`src/rtl/mem_access_unit.sv`:
```
// mem_access_unit: MEM-stage load/store controller placed in front of a
// byte-addressed data memory that has a one-cycle registered read.
//
// Stores go into a small FIFO store buffer and drain to memory one per cycle
// whenever the memory port is not being used for a load. Each load is
// sequenced through the registered read, and its result goes to writeback as
// a one-cycle pulse. There is no store-to-load forwarding. A load that
// touches any byte of a buffered store waits until the buffer is empty.
//
// Ports:
//   clk, rst_n          clock, asynchronous active-low reset
//   req_*               request from the EX/MEM register (valid/ready)
//   resp_*              load result to writeback (resp_valid is a pulse)
//   mem*                data memory port (write, read, format, addr, data)
//   sb_count            store-buffer occupancy
//   dbg_state           current FSM state (IDLE=0, LD_HOLD=1, RD_ISSUE=2, RD_DATA=3)
//
// Handshake: a request transfers on a rising clk edge where
// req_valid && req_ready are both high. The requester holds all req_* fields
// stable while req_valid is high and req_ready is low. req_ready may depend
// combinationally on req_valid/req_write (store refused when the buffer is full).
module mem_access_unit #(
    parameter int SB_DEPTH = 2,
    parameter int ADDR_W   = 16,
    parameter int DATA_W   = 16,
    parameter int TAG_W    = 3
) (
    input  logic                      clk,
    input  logic                      rst_n,
    input  logic                      req_valid,
    output logic                      req_ready,
    input  logic                      req_write,
    input  logic [1:0]                req_size,
    input  logic [ADDR_W-1:0]         req_addr,
    input  logic [DATA_W-1:0]         req_wdata,
    input  logic [TAG_W-1:0]          req_tag,
    output logic                      resp_valid,
    output logic [DATA_W-1:0]         resp_data,
    output logic [TAG_W-1:0]          resp_tag,
    output logic                      memWrEnable,
    output logic                      memRdEnable,
    output logic [1:0]                memNumberOfByte,
    output logic [ADDR_W-1:0]         memAddress,
    output logic [DATA_W-1:0]         memIn,
    input  logic [DATA_W-1:0]         memOut,
    output logic [$clog2(SB_DEPTH):0] sb_count,
    output logic [1:0]                dbg_state
);

    localparam int PTR_W = $clog2(SB_DEPTH);
    localparam int CNT_W = PTR_W + 1;

    typedef enum logic [1:0] {
        IDLE     = 2'd0,
        LD_HOLD  = 2'd1,
        RD_ISSUE = 2'd2,
        RD_DATA  = 2'd3
    } state_t;

    state_t state, next_state;

    // Store buffer
    logic [ADDR_W-1:0] sb_addr [SB_DEPTH];
    logic [DATA_W-1:0] sb_data [SB_DEPTH];
    logic [PTR_W-1:0]  wr_ptr, rd_ptr;
    logic [CNT_W-1:0]  count;
    logic              full;

    // Latched load
    logic [ADDR_W-1:0] ld_addr;
    logic [1:0]        ld_size;
    logic [TAG_W-1:0]  ld_tag;

    // Last driven memory-port values, so they hold while the port is unused
    logic [ADDR_W-1:0] mem_addr_q;
    logic [DATA_W-1:0] mem_in_q;
    logic [1:0]        mem_nob_q;

    logic              push, pop, load_accept, hazard, req_wide;
    logic [1:0]        req_size_m;
    logic [PTR_W-1:0]  hz_idx;
    logic [ADDR_W-1:0] hz_a, hz_a1, req_a1;

    assign full       = (count == CNT_W'(SB_DEPTH));
    assign req_size_m = (req_size == 2'b11) ? 2'b00 : req_size;
    assign req_wide   = (req_size_m == 2'b00);
    assign req_a1     = req_addr + ADDR_W'(1);
    assign sb_count   = count;
    assign dbg_state  = state;

    // Overlap check against every valid entry, including a head that is
    // popping this cycle. A store covers A and A+1; a load covers L, plus
    // L+1 when wide. All additions wrap at the address width.
    always_comb begin
        hazard = 1'b0;
        hz_idx = '0;
        hz_a   = '0;
        hz_a1  = '0;
        for (int i = 0; i < SB_DEPTH; i++) begin
            hz_idx = rd_ptr + PTR_W'(i);
            hz_a   = sb_addr[hz_idx];
            hz_a1  = hz_a + ADDR_W'(1);
            if (i < int'(count)) begin
                if ((req_addr == hz_a) || (req_addr == hz_a1) ||
                    (req_wide && (req_a1 == hz_a)))
                    hazard = 1'b1;
            end
        end
    end

    always_comb begin
        next_state      = state;
        req_ready       = 1'b0;
        push            = 1'b0;
        pop             = 1'b0;
        load_accept     = 1'b0;
        memWrEnable     = 1'b0;
        memRdEnable     = 1'b0;
        memAddress      = mem_addr_q;
        memIn           = mem_in_q;
        memNumberOfByte = mem_nob_q;
        resp_valid      = 1'b0;
        resp_data       = '0;
        resp_tag        = '0;

        // The buffer drains whenever the port is not carrying a read.
        if (state != RD_ISSUE && count != '0) begin
            pop         = 1'b1;
            memWrEnable = 1'b1;
            memAddress  = sb_addr[rd_ptr];
            memIn       = sb_data[rd_ptr];
        end

        case (state)
            IDLE: begin
                // Held low during reset; the full check uses the registered
                // count only, so a same-cycle pop does not admit a store.
                req_ready = rst_n && !(req_valid && req_write && full);
                if (req_valid && req_ready) begin
                    if (req_write) begin
                        push = 1'b1;
                    end else begin
                        load_accept = 1'b1;
                        next_state  = hazard ? LD_HOLD : RD_ISSUE;
                    end
                end
            end
            LD_HOLD: begin
                if (count == '0) next_state = RD_ISSUE;
            end
            RD_ISSUE: begin
                memRdEnable     = 1'b1;
                memAddress      = ld_addr;
                memNumberOfByte = ld_size;
                next_state      = RD_DATA;
            end
            RD_DATA: begin
                resp_valid = 1'b1;
                resp_data  = memOut;
                resp_tag   = ld_tag;
                next_state = IDLE;
            end
            default: next_state = IDLE;
        endcase
    end

    always_ff @(posedge clk or negedge rst_n) begin
        if (!rst_n) begin
            state      <= IDLE;
            wr_ptr     <= '0;
            rd_ptr     <= '0;
            count      <= '0;
            ld_addr    <= '0;
            ld_size    <= '0;
            ld_tag     <= '0;
            mem_addr_q <= '0;
            mem_in_q   <= '0;
            mem_nob_q  <= '0;
        end else begin
            state      <= next_state;
            mem_addr_q <= memAddress;
            mem_in_q   <= memIn;
            mem_nob_q  <= memNumberOfByte;
            if (push) wr_ptr <= wr_ptr + PTR_W'(1);
            if (pop)  rd_ptr <= rd_ptr + PTR_W'(1);
            if (push && !pop)      count <= count + CNT_W'(1);
            else if (pop && !push) count <= count - CNT_W'(1);
            if (load_accept) begin
                ld_addr <= req_addr;
                ld_size <= req_size_m;
                ld_tag  <= req_tag;
            end
        end
    end

    // Buffer storage carries no reset; validity comes from count/pointers.
    always_ff @(posedge clk) begin
        if (push) begin
            sb_addr[wr_ptr] <= req_addr;
            sb_data[wr_ptr] <= req_wdata;
        end
    end

endmodule

```
`config.mk`:
```
export PLATFORM = sky130hd
export DESIGN_NAME = mem_access_unit
export DESIGN_NICKNAME = d
export VERILOG_FILES = /design/src/rtl/mem_access_unit.sv
export SDC_FILE = /design/constraint.sdc
export NUM_CORES = 1
export LEC_CHECK = 0
export CAP_MARGIN = 20
export CORE_MARGIN = 8
export CORE_UTILIZATION = 59
export DETAILED_ROUTE_END_ITERATION = 10
export HOLD_SLACK_MARGIN = 0.06
export PLACE_DENSITY = 0.87
export SYNTH_ARGS = -nofsm -noshare
export SYNTH_HDL_FRONTEND = slang
export SYNTH_SLANG_ARGS = --single-unit
```
`constraint.sdc`:
```
create_clock -name clk -period 6.4 [get_ports clk]
set_input_delay 1.28 -clock clk [delete_from_list [all_inputs] [get_ports clk]]
set_output_delay 1.28 -clock clk [all_outputs]
set_load 0.02 [all_outputs]
```
==> reports/qor.txt <==
Worst-case clock buffer depth: 2
Worst path max stage delay: 1.04 ns
Total CTS buffers: 17
Root Buffer: clkbuf_16
Distinct cells, synth: 64
Clk Latency, worst-skew pair: 0.43 ns
Initial cell density of the core: 60.7%
Slew HR: 29.1%
Crit path cell chain: buf_4 > mux2i_1 > a211oi_1 > a21o_1 > clkdlybuf4s50_1
Startpoint types: flop
Sum Neg Setup Slack: 0 ns
Overflow after GRT: 0
H-Tree Depth: 4
Largest net degree at the start of global routing: 74
Slowest CP cell: dfrtp_4
Wire per inst: 21.7 um
Nets: 857
First-pass GRT wire length: 32.8 mm
Die Width: 128 um
Initial antenna violation count: 0
Endpoint class of the critical path: primary output
Final Non-Filler Cells: 968
# setup viols final: 0
Cts repair resizes: 0
Hold WS: 0.481 ns
Max_cap viols: 0
Post-DP HPWL: 15.0 mm
Global Route Usage Sum: 26.5%
Area of the multi-input gates: 3650 um^2
Synth Net Count: 755
Tcrit/Tclk final: 74.1%
Fillers: 808
Placer Congestion: 0.909
Crit path max fanout: 73
Vias in the first global route: 5941
RSZ-0062 raised after global routing: no
Final-report hold violation count: 0
HP Class: flop to flop
Yosys warnings: 0
DRC errors left: 0
Worst R2R Path Depth: 11
TritonRoute pass-1 iters: 7
Final instance area: 9190 um^2
Dpl cell area: 8580 um^2
Cell area after synthesis: 7360 um^2
Rows: 40
Via-to-Cell Ratio: 6.14
Dominant synthesized flop cell: edfxtp_1
PD cells: 479 nW/um^2
Largest delay share family, worst path: flip-flops
Sequential-to-total area share from yosys stat: 46.9%
Achievable Freq: 211 MHz
Crit Path Class: flop to primary output
Post-CTS setup buffer count: 0
Hold Buf Count CTS: 0
Antenna Violating Nets Remaining: 0
Peak supply drop: 0.382 mV
Dpl cells: 935
EDFF count, synth: 64
WP data required: 5.12 ns
Syn avg cell area: 10.7 um^2
Clock slew at reported path FFs: 0.06 ns
Core region area: 12100 um^2
Tmin final: 4.74 ns
IO Port Bufs: 117
Status: finished clean
# IOs: 118
DIE AREA: 16300 um^2
Max Slew Vio Count: 0
Final Skew: 0.0102 ns
FF/Latch Area: 3450 um^2
Static Leak: 3.55 nW
Worst Hold Depth: 2
Share of cells above drive strength 1: 10.5%
Clk sinks: 125
Crit path depth: 5
Total Power: 0.00440 W
#FFs+latches synth: 125
Post-Syn Instances: 685
Critical path arrival: 3.46 ns
DRT Wirelength: 21.0 mm
CTS tree: done
DR vias: 5940
Ys async rst share: 48.8%
Area grow syn2layout: 24.9%
Die height: 128 um
Antenna diodes: 0
Number of DRC markers in iteration 0: 499
Worst-margin pin slew: 1.06 ns
WP buf/inv: 2
placed cells by master, fill, tap and decap left out, types with 4 or more instances in the layout:
| cell type | n |
|---|---|
| clkdlybuf4s50_1 | 116 |
| dfrtp_1 | 60 |
| a31oi_1 | 12 |
| mux2_2 | 27 |
| nand2b_1 | 4 |
| o31ai_1 | 5 |
| nor2_1 | 19 |
| clkinv_4 | 4 |
| clkbuf_16 | 17 |
| a21oi_1 | 13 |
| ha_1 | 13 |
| and2_1 | 21 |
| mux2i_1 | 46 |
| nand4b_1 | 6 |
| xnor2_2 | 4 |
| o21ai_0 | 47 |
| inv_1 | 15 |
| nand3b_1 | 5 |
| buf_4 | 6 |
| nor3_1 | 13 |
| nor4_1 | 14 |
| nand2_1 | 63 |
| nand3_1 | 26 |
| a211oi_1 | 14 |
| xnor2_1 | 47 |
| xor2_1 | 25 |
| a21o_1 | 9 |
| nand4_1 | 12 |
| and3_1 | 6 |
| edfxtp_1 | 64 |
| or2_2 | 4 |
worst reg2reg max path, delay by kind of cell (launching register included):
kind / cells / cell delay [ns]
AND/OR/NAND/NOR: 3 / 0.40
flip-flops: 1 / 1.04
multiplexers: 1 / 0.33
AO/OA/AOI/OAI: 5 / 1.60
adder cells (fa/ha/maj): 1 / 0.23
buffers and inverters: 1 / 0.11
path summary, 6_finish.rpt:
check | from | to | slack, ns
worst max-delay path | rd_ptr | memAddress[10] | 1.66
worst min-delay path | ld_addr[7] | ld_addr[7] | 0.48
worst max register to register | rd_ptr | dbg_state[0] | 2.56
worst min register to register | ld_addr[7] | ld_addr[7] | 0.48
max in group asynchronous | rst_n | rd_ptr | 4.66
min in group asynchronous | rst_n | ld_addr[15] | 1.16
flip-flops by register name (all words and copies together) (netlist names):
| signal | cells |
|---|---|
| mem_in_q | 16 |
| sb_data | 32 |
| dbg_state | 2 |
| ld_tag | 3 |
| ld_size | 2 |
| sb_count | 2 |
| wr_ptr | 1 |
| mem_nob_q | 2 |
| mem_addr_q | 16 |
| ld_addr | 16 |
| sb_addr | 32 |
| rd_ptr | 1 |
per-layer routing:
layer | up-vias | track usage (%) | wire length [um]
met3 | 43 | 6.41 | 1570
li1 | 2729 | - | -
met4 | 0 | 10.8 | 518
met1 | 2896 | 33.1 | 8680
met2 | 272 | 43.2 | 10200
met5 | - | 0 | 0
cells in the mapped netlist (3+ instances only):
| cell | number | share of area, % |
|---|---|---|
| nand2b_1 | 4 | 0.34 |
| nor3_1 | 13 | 0.88 |
| nand3b_1 | 5 | 0.51 |
| nor4_1 | 15 | 1.3 |
| and2_1 | 21 | 1.8 |
| a211oi_1 | 14 | 1.4 |
| o21a_1 | 3 | 0.31 |
| buf_1 | 3 | 0.15 |
| and4b_1 | 3 | 0.41 |
| buf_2 | 9 | 0.61 |
| buf_6 | 4 | 0.61 |
| nand2_1 | 63 | 3.2 |
| edfxtp_1 | 64 | 26 |
| mux2_2 | 27 | 4.1 |
| a21oi_1 | 13 | 0.88 |
| nand4b_1 | 6 | 0.71 |
| xnor2_2 | 4 | 0.88 |
| mux2i_1 | 46 | 6.3 |
| a21o_1 | 9 | 0.92 |
| or2_2 | 4 | 0.34 |
| buf_4 | 3 | 0.31 |
| a31oi_1 | 12 | 1.0 |
| ha_1 | 13 | 2.2 |
| inv_1 | 15 | 0.77 |
| xor2_1 | 25 | 3.0 |
| nor2_1 | 19 | 0.97 |
| clkbuf_1 | 22 | 1.1 |
| o21ai_0 | 47 | 3.2 |
| xnor2_1 | 47 | 5.6 |
| and4_1 | 3 | 0.36 |
| nand3_1 | 26 | 1.8 |
| o31ai_1 | 5 | 0.51 |
| nand4_1 | 12 | 1.0 |
| dfrtp_1 | 61 | 21 |
| and3_1 | 6 | 0.51 |
through the flow:
step,util (%),setup slack (ns)
3_5_place_dp,70.8,1.89
5_1_grt,75.8,1.49
3_3_place_gp,70.8,1.95
4_1_cts,75.7,1.67
6_report,75.8,1.66
2_1_floorplan,-,1.46
cell families (layout without fill, tap and decap cells):
| kind of cell | Yosys count | after routing | share of synthesized area, % |
|---|---|---|---|
| AO/OA/AOI/OAI | 128 | 128 | 11.3 |
| buffers and inverters | 56 | 171 | 3.57 |
| XOR/XNOR | 77 | 77 | 9.68 |
| AND/OR/NAND/NOR | 209 | 209 | 15.0 |
| adder cells (fa/ha/maj) | 14 | 14 | 2.35 |
| flip-flops | 125 | 125 | 46.9 |
| multiplexers | 76 | 76 | 11.2 |
power by group:
group	internal [W]	switching, W	leakage, nW
sequential	0.00106	0.000185	1.32
combinational	0.000967	0.00122	1.95
clock	0.000579	0.000383	0.285
total	0.00261	0.00179	3.55
final cells by class:
| class | count | share of cell area, % |
|---|---|---|
| multi-input combinational | 504 | 39.7 |
| sequential | 125 | 37.6 |
| inverter | 15 | 0.613 |
| clock buffer | 17 | 4.63 |
| tap | 168 | 2.29 |
| clock inverter | 15 | 1.78 |
| timing repair buffer | 124 | 13.3 |
Note: power is estimated with default switching activity, not from simulation.
